**src/rtl/sprite_types.sv**
```systemverilog
// Shared sprite pipeline types: matcher descriptors and the per-line fetch FSM encoding.
package sprite_types;

  localparam int SPR_ADDR_W    = 18;
  localparam int TILE_COUNT_W  = 6;
  localparam int LB_X_W        = 11;
  localparam int SPR_IDX_W     = 9;
  localparam int TILE_PX_WIDTH = 16;  // 8 pixels, each doubled on screen

  typedef struct packed {
    logic                    x_flip;
    logic [TILE_COUNT_W-1:0] tile_count;
    logic [SPR_ADDR_W-1:0]   tilemap_addr;
  } active_tilemap_addr_t;

  typedef struct packed {
    logic [LB_X_W-1:0]     lb_addr;
    logic [SPR_ADDR_W-1:0] tile_bitmap_addr;
  } active_bitmap_addr_t;

  typedef enum logic [2:0] {
    FS_IDLE,
    FS_WAIT_IDX,
    FS_CHECK,
    FS_TMAP,
    FS_BMAP,
    FS_PUSH
  } fetch_state_t;

  function automatic logic [SPR_IDX_W-1:0] idx_sat_inc(input logic [SPR_IDX_W-1:0] idx);
    return (idx == '1) ? idx : idx + 1'b1;
  endfunction

endpackage

```
**src/rtl/sprite_fetch_sequencer.sv**
```systemverilog
// Per-scanline sprite fetcher: walks the active list, reads tilemap then bitmap per tile, pushes rows.
// One row per 3 cycles with zero-wait VRAM/line buffer; req and push held until ack/ready.
module sprite_fetch_sequencer
  import sprite_types::*;
#(
  parameter int ADDR_W      = 18,
  parameter int DATA_W      = 32,
  parameter int TILE_IDX_W  = 10,
  parameter int IDX_LATENCY = 1
) (
  input  logic                 clk_draw,
  input  logic                 rst_draw_n,
  input  logic                 line,
  input  logic                 enable,
  output logic [SPR_IDX_W-1:0] sprite_index,
  input  logic                 valid,
  input  active_tilemap_addr_t tilemap_addr,
  input  active_bitmap_addr_t  bitmap_addr,
  output logic                 mem_req,
  output logic [ADDR_W-1:0]    mem_addr,
  input  logic                 mem_ack,
  input  logic [DATA_W-1:0]    mem_rdata,
  output logic                 lb_valid,
  input  logic                 lb_ready,
  output logic [LB_X_W-1:0]    lb_x,
  output logic [DATA_W-1:0]    lb_data,
  output logic                 lb_flip,
  output logic                 busy,
  output logic                 overrun
);

  localparam int WAIT_LAST = (IDX_LATENCY > 0) ? IDX_LATENCY - 1 : 0;

  fetch_state_t            state, state_nxt;
  logic [7:0]              wait_cnt;
  logic [ADDR_W-1:0]       tmap_word, bmap_base, first_word;
  logic [TILE_COUNT_W-1:0] tiles_left;
  logic [TILE_IDX_W-1:0]   tile;
  logic [LB_X_W-1:0]       x_r;
  logic                    flip_r;
  logic                    restart_pend, restart_en, restart_go;
  logic                    do_restart, do_advance, desc_load, tile_load, data_load;
  logic                    push_step, pend_set, wait_done;

  assign busy      = (state != FS_IDLE);
  assign lb_x      = x_r;
  assign lb_flip   = flip_r;
  assign wait_done = (wait_cnt >= 8'(WAIT_LAST));
  assign first_word = tilemap_addr.x_flip
                    ? ADDR_W'(tilemap_addr.tilemap_addr + SPR_ADDR_W'(tilemap_addr.tile_count)
                              - SPR_ADDR_W'(1))
                    : ADDR_W'(tilemap_addr.tilemap_addr);

  always_comb begin
    state_nxt  = state;
    do_restart = 1'b0;
    do_advance = 1'b0;
    desc_load  = 1'b0;
    tile_load  = 1'b0;
    data_load  = 1'b0;
    push_step  = 1'b0;
    pend_set   = 1'b0;
    mem_req    = 1'b0;
    mem_addr   = '0;
    lb_valid   = 1'b0;
    // a fresh line overrides any enable remembered from an earlier one
    restart_go = line ? enable : restart_en;
    case (state)
      FS_IDLE: if (line && enable) do_restart = 1'b1;
      FS_WAIT_IDX: begin
        if (line) do_restart = 1'b1;
        else if (wait_done) state_nxt = FS_CHECK;
      end
      FS_CHECK: begin
        if (line) do_restart = 1'b1;
        else if (!valid) state_nxt = FS_IDLE;
        else if (tilemap_addr.tile_count == '0) do_advance = 1'b1;
        else begin
          desc_load = 1'b1;
          state_nxt = FS_TMAP;
        end
      end
      FS_TMAP: begin
        mem_req  = 1'b1;
        mem_addr = tmap_word;
        if (mem_ack) begin
          if (line || restart_pend) do_restart = 1'b1;
          else begin
            tile_load = 1'b1;
            state_nxt = FS_BMAP;
          end
        end else if (line) pend_set = 1'b1;
      end
      FS_BMAP: begin
        mem_req  = 1'b1;
        mem_addr = bmap_base + ADDR_W'(tile);
        if (mem_ack) begin
          if (line || restart_pend) do_restart = 1'b1;
          else begin
            data_load = 1'b1;
            state_nxt = FS_PUSH;
          end
        end else if (line) pend_set = 1'b1;
      end
      FS_PUSH: begin
        lb_valid = 1'b1;
        if (line) do_restart = 1'b1;
        else if (lb_ready) begin
          push_step = 1'b1;
          if (tiles_left == TILE_COUNT_W'(1)) do_advance = 1'b1;
          else state_nxt = FS_TMAP;
        end
      end
      default: state_nxt = FS_IDLE;
    endcase
    // the last list slot has no successor, so the line ends there
    if (do_advance) state_nxt = (sprite_index == '1) ? FS_IDLE : FS_WAIT_IDX;
    if (do_restart) state_nxt = restart_go ? FS_WAIT_IDX : FS_IDLE;
  end

  always_ff @(posedge clk_draw or negedge rst_draw_n) begin
    if (!rst_draw_n) begin
      state   <= FS_IDLE;
      overrun <= 1'b0;
    end else begin
      state   <= state_nxt;
      overrun <= line && busy;
    end
  end

  always_ff @(posedge clk_draw or negedge rst_draw_n) begin
    if (!rst_draw_n) begin
      sprite_index <= '0;
      wait_cnt     <= '0;
      restart_pend <= 1'b0;
      restart_en   <= 1'b0;
      tmap_word    <= '0;
      bmap_base    <= '0;
      tiles_left   <= '0;
      tile         <= '0;
      x_r          <= '0;
      flip_r       <= 1'b0;
      lb_data      <= '0;
    end else begin
      if (do_restart) sprite_index <= '0;
      else if (do_advance) sprite_index <= idx_sat_inc(sprite_index);

      if (do_restart || do_advance) wait_cnt <= '0;
      else if (state == FS_WAIT_IDX) wait_cnt <= wait_cnt + 8'd1;

      if (do_restart) restart_pend <= 1'b0;
      else if (pend_set) begin
        restart_pend <= 1'b1;
        restart_en   <= enable;
      end

      if (desc_load) begin
        flip_r     <= tilemap_addr.x_flip;
        tiles_left <= tilemap_addr.tile_count;
        x_r        <= bitmap_addr.lb_addr;
        bmap_base  <= ADDR_W'(bitmap_addr.tile_bitmap_addr);
        tmap_word  <= first_word;
      end else if (push_step) begin
        x_r        <= x_r + LB_X_W'(TILE_PX_WIDTH);
        tmap_word  <= flip_r ? tmap_word - ADDR_W'(1) : tmap_word + ADDR_W'(1);
        tiles_left <= tiles_left - TILE_COUNT_W'(1);
      end

      if (tile_load) tile <= mem_rdata[TILE_IDX_W-1:0];
      if (data_load) lb_data <= mem_rdata;
    end
  end

endmodule

```
**config.mk**
```make
export PLATFORM = sky130hd
export DESIGN_NAME = sprite_fetch_sequencer
export DESIGN_NICKNAME = d
export VERILOG_FILES = /design/src/rtl/sprite_types.sv /design/src/rtl/sprite_fetch_sequencer.sv
export SDC_FILE = /design/constraint.sdc
export NUM_CORES = 1
export LEC_CHECK = 0
export BUFFER_PORTS_ARGS = -buffer_cell sky130_fd_sc_hd__buf_2
export CAP_MARGIN = 20
export CORE_MARGIN = 10
export CORE_UTILIZATION = 45
export DETAILED_ROUTE_END_ITERATION = 12
export PLACE_DENSITY = 0.79
export SLEW_MARGIN = 20
export SYNTH_ARGS = -nofsm -noshare
export SYNTH_HDL_FRONTEND = slang
export SYNTH_SLANG_ARGS = --single-unit
```
**constraint.sdc**
```tcl
create_clock -name clk_draw -period 2.2 [get_ports clk_draw]
set_input_delay 0.22 -clock clk_draw [delete_from_list [all_inputs] [get_ports clk_draw]]
set_output_delay 0.22 -clock clk_draw [all_outputs]
set_load 0.01 [all_outputs]
```
==> metrics.md <==
| Metric | Value |
|---|---|
| Post-DP Area | approximately 9600 um^2 |
| Outcome | finished, violations left |
| Critical path data arrival time | 2.57 ns |
| First-pass GRT wire length | 37.7 mm |
| CP max stage delay | 0.42 ns |
| Crit start category | flop |
| Initial antenna violation count | 1 |
| Crit-path cells | ha_1 > a21o_1 > a21o_1 > a2111oi_4 > o31ai_4 > nand2_1 > xor2_1 > o21ai_1 > buf_2 |
| Vias per cell | between 5 and 6 |
| Nets@finish | 1,259 |
| CTS clk-pin slew, worst paths | around 0.080 ns |
| Setup TNS | -9.32 ns |
| Drt initial violations | 459 |
| Tightest Hold Check Type | input port to flop |
| Post-Syn Area | 7460 um^2 |
| Port bufs | 167 |
| Kind of cell adding the most delay to the critical path | compound AO/OA/AOI/OAI gates |
| Hold Fails Final Rpt | 0 |
| PnR Total Power | 15,000 uW |
| Failing checks | setup timing |
| Max clock buf depth | 2 |
| Final WS setup | -0.590 ns |
| Flop pwr share | 0.241 |
| CTS root buffer | clkbuf_16 |
| Die W | 149 um |
| Syn nets | 975 |
| Remaining DRCs | 0 |
| Synth Register Bits | 111 |
| Top cells by area, synth | dfrtp_1 37%, ha_1 8.9%, nand2_1 6.8% |
| Int Power | approximately 8800 uW |
| Sink Count | 111 |
| Ports | 168 |
| Post-synth top area share | 0.372 |
| Core Region | 16,400 um^2 |
| FMAX | around 360 MHz |
| Worst slew margin relative to its limit | 0.577 |
| RSZ-0062 raised after global routing | true |
| Critical Path Most Common Cell | a21o_1 |
| Fin crit share | 1.27 |
| Total CTS buffers | 9 |
| Initial Util | 0.455 |
| Max Cap Viol | 0 |
| Worst setup path category | flop to output port |
| Final Setup Violations | 25 |
| Die Area | 22,100 um^2 |
| Crit path time final | 2.79 ns |
| Worst Setup End Kind | output port |
| Synth warnings | 0 |
| CP max FO | 4 |
| Vias | between 7,000 and 8,000 |
| Part of the power in the clock network | 0.117 |
| Total gr overflow | 0 |
| Worst Max-Slew Pin Slew | around 0.63 ns |
| GRT Util Overall | 0.207 |
| Fin cells | 1,337 |
| GPL Wtd Cong | 0.939 |
| Chip height | approximately 150 um |
| Post-route design area | roughly 11,000 um^2 |
| CTS tree | built |
| Post-Synthesis Cells | 826 |
| Area leader, netlist | dfrtp_1 |
| Share of layout cells above drive strength 1 | 0.415 |
| Worst skew pair latency | between 0.3 and 0.4 ns |
| Comb power frac | 0.642 |
| Switching pwr | 6220 uW |
| Sw frac | 0.415 |
| Area Overhead vs Synth | 40.8% |
| CP max-delay cell | a2111oi_4 |
| Drt total wl | 24.2 mm |
| Req. time, crit path | 1.98 ns |
| Vias in the first global route | 7,478 |
| EDFF count, synth | 0 |
| Number of core rows | 47 |
| Htree depth | 3 |
| Async set-reset flop share out of synthesis | 1.00 |
| Synth cell count leaders | 135 x nand2_1, 111 x dfrtp_1, 53 x ha_1, 53 x nor2_1 |
| Post-synthesis cell type count | a little under 70 |
| Setup Skew | just under 0.006 ns |
| Pwr dens | 1430 nW/um^2 |
| Wire per inst | 18.1 um |
| Commonest register cell after synthesis | dfrtp_1 |
| Setup slack at placement | -0.372 ns |
| Lkg Pwr | 0.00531 uW |
| Max Slew Vio Count | 0 |
| Most common cell in the netlist | nand2_1 |
| DP Wirelength | 18.0 mm |
| Maximum VDD drop | approximately 0.81 mV |
| Inst Count DP | 1,298 |
| Largest net degree at the start of global routing | 46 |
| Buf/Inv on CP | 1 |
| Sequential area share after synthesis | 0.372 |
| DRT Pass-1 Iters | 5 |
| Antenna-violating nets left | 0 |
| Avg Inst Size Synth | 9.03 um^2 |
[placed cells by master (no fill, tap or decap), types with 4 or more instances in the layout]
cell / count
o21ai_0: 36
nand2_1: 132
a211oi_2: 5
ha_4: 15
a31oi_1: 6
o211ai_1: 5
nor2_2: 4
nor3_1: 5
a221o_1: 5
o21ai_2: 8
buf_4: 129
nand3_1: 8
nand4_1: 8
o221ai_1: 7
buf_6: 9
a22oi_1: 5
buf_2: 163
ha_1: 37
xnor2_1: 15
dfrtp_1: 109
clkbuf_16: 9
xnor2_2: 6
a21oi_1: 39
mux2i_1: 11
mux2_2: 43
nand2b_1: 6
a21o_1: 12
and3_1: 11
buf_12: 5
a21boi_0: 4
nor2_1: 48
o21a_1: 6
a21oi_2: 9
o21ai_1: 17
inv_1: 43
xor2_1: 24
a211o_1: 5
a211oi_1: 12
[logic make-up after synthesis]
family,share of synthesized area
buffers and inverters,0.0460
muxes,0.0850
DFF,0.372
AOI/OAI and AO/OA,0.183
adders and majority gates,0.0969
and+or+nand+nor,0.163
xor gates and xnor gates,0.0540
[flip-flops by register name, summed over array words and instances (netlist names), 3 cells and up]
signal,cells
lb_data,32
tmap_word,18
tiles_left,6
sprite_index,9
lb_x,11
tile,10
bmap_base,18
state,3
[power groups by stage]
stage	Sequential, uW	Combinational, uW	Clock [uW]
floorplan	3680	4430	0
global placement	3600	7330	0
detailed placement	3640	7530	0
CTS	3570	8520	1790
global route	3710	10300	1870
finish	3610	9610	1760
[timing repair]
item | 4_1_cts | 5_1_grt
hold endpoints to repair | 31 | 0
pin swaps | 31 | 40
resized for setup | 43 | 45
setup endpoints to repair | 28 | 38
hold buffers | 1 | 0
setup buffers | 9 | 12
[path summary, 6_finish.rpt]
| kind | from | endpoint | slack, ns | depth (start not counted) |
|---|---|---|---|---|
| hold reg to reg | lb_x[1] | lb_x[1] | 0.47 | 2 |
| max in group asynchronous | rst_draw_n | lb_flip | 1.18 | 3 |
| min in group asynchronous | rst_draw_n | lb_data[16] | 0.37 | 2 |
| hold / removal | bitmap_addr[16] | bmap_base[16] | 0.05 | 3 |
| setup / recovery | tile[1] | mem_addr[13] | -0.59 | 9 |
| setup reg to reg | lb_flip | tmap_word[14] | -0.35 | 10 |
[worst reg2reg max path, stage by stage, from the launching register on]
cell,delay [ns]
dfrtp_4,0.52
buf_12,0.16
buf_12,0.13
ha_4,0.24
a211o_1,0.29
o31ai_4,0.27
buf_6,0.16
nor4b_2,0.04
or2_1,0.26
mux2i_2,0.19
a211oi_2,0.23
[layer usage]
layer	vias to the layer above	routed length (um)	global-route usage
met4	0	522	0.0515
met3	40	1630	0.0419
met2	262	12000	0.359
li1	3499	-	-
met5	-	0	0
met1	3513	9980	0.258
[area by class of cell]
class                           count  area (um^2)
Multi-Input combinational cell    632         4930
Clock inverter                      5         63.8
Fill cell                        1273         5900
Antenna cell                        2         5.00
Sequential cell                   111         2780
Inverter                           49          199
Timing Repair Buffer              307         2000
Clock buffer                       11          253
Tap cell                          220          275
[through the flow]
step	hold slack [ns]	utilization
6_report	0.0469	0.640
4_1_cts	0.0425	0.622
3_3_place_gp	0.213	0.583
2_1_floorplan	-0.0756	-
5_1_grt	0.0536	0.640
3_5_place_dp	0.210	0.583
(Power assumes the default switching activity.)
